===== src/rtl/egress_port_arbiter.sv =====
// Frame-granular round-robin arbiter that merges four first-word-fall-through ingress FIFOs
// into one egress TX FIFO. Once a frame starts, it is forwarded whole; frames never interleave.
module egress_port_arbiter #(
  parameter int NREQ  = 4,
  parameter int CNT_W = 16
) (
  input  logic              sys_clk,
  input  logic              sys_rst_n,
  input  logic [71:0]       in0_dout,
  input  logic [71:0]       in1_dout,
  input  logic [71:0]       in2_dout,
  input  logic [71:0]       in3_dout,
  input  logic [NREQ-1:0]   in_empty,
  output logic [NREQ-1:0]   in_rd_en,
  output logic [71:0]       out_din,
  input  logic              out_full,
  output logic              out_wr_en,
  output logic [1:0]        grant,
  output logic              busy,
  output logic [CNT_W-1:0]  frame_cnt
);

  typedef enum logic {
    ST_IDLE = 1'b0,
    ST_XFER = 1'b1
  } state_e;

  state_e             state_q,     state_d;
  logic [1:0]         grant_q,     grant_d;
  logic               in_frame_q,  in_frame_d;
  logic [71:0]        out_din_q,   out_din_d;
  logic               out_wr_en_q, out_wr_en_d;
  logic [CNT_W-1:0]   frame_cnt_q, frame_cnt_d;

  logic [71:0]        head_s;
  logic               found_s;
  logic [1:0]         next_grant_s;
  logic               pop_s;

  // A control byte of all ones marks an idle word or a frame terminator.
  function automatic logic is_ctrl_word(input logic [71:0] w);
    return (w[71:64] == 8'hff);
  endfunction

  // Head word of the currently granted ingress FIFO.
  always_comb begin
    head_s = 72'd0;
    case (grant_q)
      2'd0:    head_s = in0_dout;
      2'd1:    head_s = in1_dout;
      2'd2:    head_s = in2_dout;
      default: head_s = in3_dout;
    endcase
  end

  // Round-robin search starting one past the last grant, wrapping back to it.
  always_comb begin
    logic [1:0] cand;
    found_s      = 1'b0;
    next_grant_s = grant_q;
    cand         = grant_q;
    for (int k = 1; k <= NREQ; k++) begin
      cand         = grant_q + 2'(k);
      next_grant_s = (!found_s && !in_empty[cand]) ? cand : next_grant_s;
      found_s      = found_s | !in_empty[cand];
    end
  end

  // Next-state, pop decision and egress word selection.
  always_comb begin
    state_d     = state_q;
    grant_d     = grant_q;
    in_frame_d  = in_frame_q;
    out_din_d   = out_din_q;
    out_wr_en_d = 1'b0;
    frame_cnt_d = frame_cnt_q;
    pop_s       = 1'b0;
    case (state_q)
      ST_IDLE: begin
        if (found_s) begin
          grant_d    = next_grant_s;
          in_frame_d = 1'b0;
          state_d    = ST_XFER;
        end else begin
          state_d    = ST_IDLE;
        end
      end
      ST_XFER: begin
        pop_s = ~in_empty[grant_q] & ~out_full;
        if (pop_s) begin
          if (!is_ctrl_word(head_s)) begin
            out_din_d   = head_s;
            out_wr_en_d = 1'b1;
            in_frame_d  = 1'b1;
          end else if (in_frame_q) begin
            // Terminator: grant is left in place and becomes the round-robin pointer.
            out_din_d   = head_s;
            out_wr_en_d = 1'b1;
            frame_cnt_d = frame_cnt_q + CNT_W'(1);
            in_frame_d  = 1'b0;
            state_d     = ST_IDLE;
          end else begin
            // Leading idle word ahead of a frame: consumed and dropped.
            out_wr_en_d = 1'b0;
          end
        end else begin
          out_wr_en_d = 1'b0;
        end
      end
      default: begin
        state_d = ST_IDLE;
      end
    endcase
  end

  // State and output registers.
  always_ff @(posedge sys_clk or negedge sys_rst_n) begin
    if (!sys_rst_n) begin
      state_q     <= ST_IDLE;
      grant_q     <= 2'd3;
      in_frame_q  <= 1'b0;
      out_din_q   <= 72'd0;
      out_wr_en_q <= 1'b0;
      frame_cnt_q <= {CNT_W{1'b0}};
    end else begin
      state_q     <= state_d;
      grant_q     <= grant_d;
      in_frame_q  <= in_frame_d;
      out_din_q   <= out_din_d;
      out_wr_en_q <= out_wr_en_d;
      frame_cnt_q <= frame_cnt_d;
    end
  end

  assign in_rd_en  = pop_s ? (NREQ'(1) << grant_q) : {NREQ{1'b0}};
  assign out_din   = out_din_q;
  assign out_wr_en = out_wr_en_q;
  assign grant     = grant_q;
  assign busy      = (state_q == ST_XFER);
  assign frame_cnt = frame_cnt_q;

endmodule


===== config.mk =====
export PLATFORM = sky130hd
export DESIGN_NAME = egress_port_arbiter
export DESIGN_NICKNAME = d
export VERILOG_FILES = /design/src/rtl/egress_port_arbiter.sv
export SDC_FILE = /design/constraint.sdc
export NUM_CORES = 1
export LEC_CHECK = 0
export ABC_CLOCK_PERIOD_IN_PS = 5600
export BUFFER_PORTS_ARGS = -buffer_cell sky130_fd_sc_hd__buf_2
export CORE_AREA = 2 2 151 153
export DETAILED_ROUTE_END_ITERATION = 16
export DIE_AREA = 0 0 153 155
export MAX_ROUTING_LAYER = met4
export PLACE_DENSITY = 0.52
export SYNTH_ARGS = -nofsm -noshare
export SYNTH_HDL_FRONTEND = slang
export SYNTH_SLANG_ARGS = --single-unit

===== constraint.sdc =====
create_clock -name sys_clk -period 5.6 [get_ports sys_clk]
set_input_delay 0.84 -clock sys_clk [delete_from_list [all_inputs] [get_ports sys_clk]]
set_output_delay 0.84 -clock sys_clk [all_outputs]
set_load 0.01 [all_outputs]

==> impl_metrics.csv <==
group,metric,value,unit
run_status,outcome,"completed",
yosys,syn_nets,841,
worst_setup_path,cp_max_fo,43,
worst_setup_path,rr_startpoint,"grant[0]",
floorplan,core-area,0.02223,mm²
placed_design,dp.cells,1172,
cts,cts_buffer_depth,2,
worst_setup_path,critPathCapture,"out_din[28]",
yosys,synthMuxAreaShare,19.20,%
yosys,synth_top_area_share,38.49,%
worst_setup_path,reg2reg_to,"out_din[28]",
yosys,synth_common_cells,"91 x dfrtp_1, 73 x nand2_1, 69 x mux2_4, 69 x o21ai_0, 64 x a222oi_1",
cts,cts_sinks,93,
placed_design,place_area,0.007970,mm²
floorplan,rows,55,
worst_setup_path,critical_path.cell_chain,"ha_2 -> buf_4 -> a22oi_1 -> a21oi_1 -> nand4_1 -> o31a_2 -> buf_4 -> mux2_4",
cts,cts_hold_buffers,0,
grt,antenna_found_initial,3,
yosys,yosys.area_share.simple,11.80,%
worst_setup_path,crit_top_cell,"buf_4",
floorplan,initial_utilization,26.62,%
worst_setup_path,crit_slowest_cell,"dfstp_2",
worst_setup_path,ff2ff_setup_slack,1.48,ns
grt,grt_max_degree,74,
cts,clkLatencyLatePin,0.34,ns
route,routed_wl,21660,µm
cts,cts_repair_resize_count,0,
yosys,ys_types,39,
route,drtIter0Drc,742,
cts,cts_tree,"done",
cts,cts_root_buf,"clkbuf_16",
pwr,powerDensity,318.2,mW/mm²
cts,clk_pin_slew,0.07,ns
route,firstDrtPassIters,10,
hold_path,hp-class,"reg -> reg",
timing,period_needed,4.119,ns
finish,nets,1199,
yosys,synth-main-ff-cell,"dfrtp_1",
yosys,synth_compound_area_share,20.13,%
yosys,ys_ff_latch,93,
floorplan,die_area,0.02372,mm²
route,num_vias,5877,
timing,worst_pin_slew,0.7292,ns
yosys,synth_edf_count,0,
yosys,synth_adder_area_share,1.269,%
floorplan,die_w,153,µm
grt,grt_usage,17.82,%
yosys,yosysTopAreaCell,"dfrtp_1",
yosys,synthXorXnorAreaFrac,2.368,%
grt,grt.overflow.total,0,
yosys,ys_seq_area_share,39.37,%
route,vias_per_cell,4.939,
timing,slew_headroom,51.39,%
placed_design,routabilityCongestion,0.8424,
worst_setup_path,crit_start,"grant[0]",
yosys,netlist_instances,540,
yosys,yosys.cell_count.top_type,"dfrtp_1",
yosys,async_flop_share,100.0,%
grt,grt_pass1_wl,32170,µm
timing,rsz0062_at_grt,"false",
placed_design,io_buffers,390,
timing,period_share,73.56,%
yosys,synth_top_family_by_area,"compound AO/OA/AOI/OAI gates",
worst_setup_path,r2r_cells,8,
worst_setup_path,crit_path_end_kind,"flip-flop",
cts,cts_buffers,9,
floorplan,fp.dieH,155,µm
cts,cts-htree-levels,3,
yosys,syn_area,0.005917,mm²
yosys,ys.warnings.count,0,
timing,hold_violations,0,
yosys,synth_area_leaders,"dfrtp_1 38%, mux2_4 18%, a222oi_1 11%",
pwr,finalPower,2.646,mW
pwr,p_leak,4.161,nW
timing,skew,0.004861,ns
worst_setup_path,critPathKind,"reg -> reg",
finish,fillCellCount,2270,
flow_run,drv_cap,0,
route,postRouteAntennaNets,0,
route,wl_per_cell,18.20,µm
placed_design,dpl.hpwl,16570,µm
floorplan,io_pins,391,
worst_setup_path,cp.required,5.83,ns
cts,post_cts_buffers,0,
timing,timing.final.setup_violations,0,
finish,drive_gt1_share,56.54,%
finish,final_area,0.008315,mm²
finish,utilization,37.41,%
finish,fin_cells,1190,
yosys,syn_avg_cell_area,10.96,µm²
finish,area_growth,40.54,%
timing,finalSetupTns,0,ns
worst_setup_path,arrival,4.34,ns
timing,timing.fmax,0.2428,GHz
timing,slew_violations,0,
route,drcViolationCount,0,
pwr,ir_drop,0.0001851,V
worst_setup_path,cp_slowest_stage_delay,0.73,ns
worst_setup_path,startpoint_type,"flip-flop",
grt,grt_pass1_vias,5581,
placed cells by master, fill, tap and decap left out, drive strengths merged, types with 5 or more instances in the layout:
cell	instances
nor3	5
dfrtp	91
nor4	12
a222oi	64
o21ai	69
nor2	5
a22oi	8
mux2	73
ha	6
nand2	73
nand4	9
xor2	15
clkbuf	9
a21oi	18
and2	5
nor2b	10
nand3	9
buf	398
worst max-delay path: cells and delay by family, from the launching register on:
kind	cells	cell delay (ns)
AOI/OAI and AO/OA	3	0.89
adders and majority gates	1	0.70
buffers and inverters	2	0.87
DFF	1	0.73
muxes	1	0.38
and+or+nand+nor	1	0.35
layout make-up:
type	instances	area (µm²)	area share (%)
clock buffers	9	225.2	2.708
clock inverters	6	112.6	1.354
multi-input cells	394	3262	39.23
repair buffers	398	2014	24.23
inverters	2	7.507	0.09028
flip-flops and latches	93	2330	28.02
well taps	285	356.6	4.288
diodes	3	7.507	0.09028
sequential cells by signal, summed over array words and instances (netlist names):
signal      cells
grant           2
out_din        72
in_frame_q      1
busy            1
out_wr_en       1
frame_cnt      16
cell families after synthesis:
family / count (synthesis)
simple gates: 132
compound gates: 164
xor+xnor: 16
buf+inv: 53
mux: 76
flops: 93
fa+ha+maj: 6
where the power goes:
| group | total (mW) | leakage (nW) | switching [mW] | internal [mW] |
|---|---|---|---|---|
| registers | 0.957 | 1.17 | 0.108 | 0.848 |
| logic | 0.987 | 2.83 | 0.470 | 0.518 |
| clock network | 0.702 | 0.154 | 0.268 | 0.434 |
| total | 2.65 | 4.16 | 0.846 | 1.80 |
metrics by stage:
step | hold slack, ns | setup WS, ns
finish | 0.4669 | 1.481
global placement | 0.4580 | 1.589
detailed placement | 0.4590 | 1.536
floorplan | 0.5039 | 2.886
global route | 0.4931 | 1.207
CTS | 0.4709 | 1.511
how the worst min path moves through the flow:
stage | from | to | slack [ns] | cells past startpoint
after floorplan | frame_cnt[15] | frame_cnt[15] | 0.50 | 1
after global placement | frame_cnt[15] | frame_cnt[15] | 0.46 | 1
after detailed placement | frame_cnt[15] | frame_cnt[15] | 0.46 | 1
after CTS | frame_cnt[15] | frame_cnt[15] | 0.47 | 1
after global routing | frame_cnt[15] | frame_cnt[15] | 0.49 | 1
final | frame_cnt[15] | frame_cnt[15] | 0.47 | 1
per-layer routing:
| metal | track usage, % | routed length [µm] | up-vias | share of wire (%) |
|---|---|---|---|---|
| li1 | - | - | 2815 | - |
| met1 | 22.95 | 9365 | 2769 | 43 |
| met2 | 28.83 | 10530 | 278 | 49 |
| met3 | 3.983 | 1531 | 15 | 7.1 |
| met4 | 4.056 | 238 | 0 | 1.1 |
| met5 | - | 0 | - | 0 |
(Power assumes the default switching activity.)
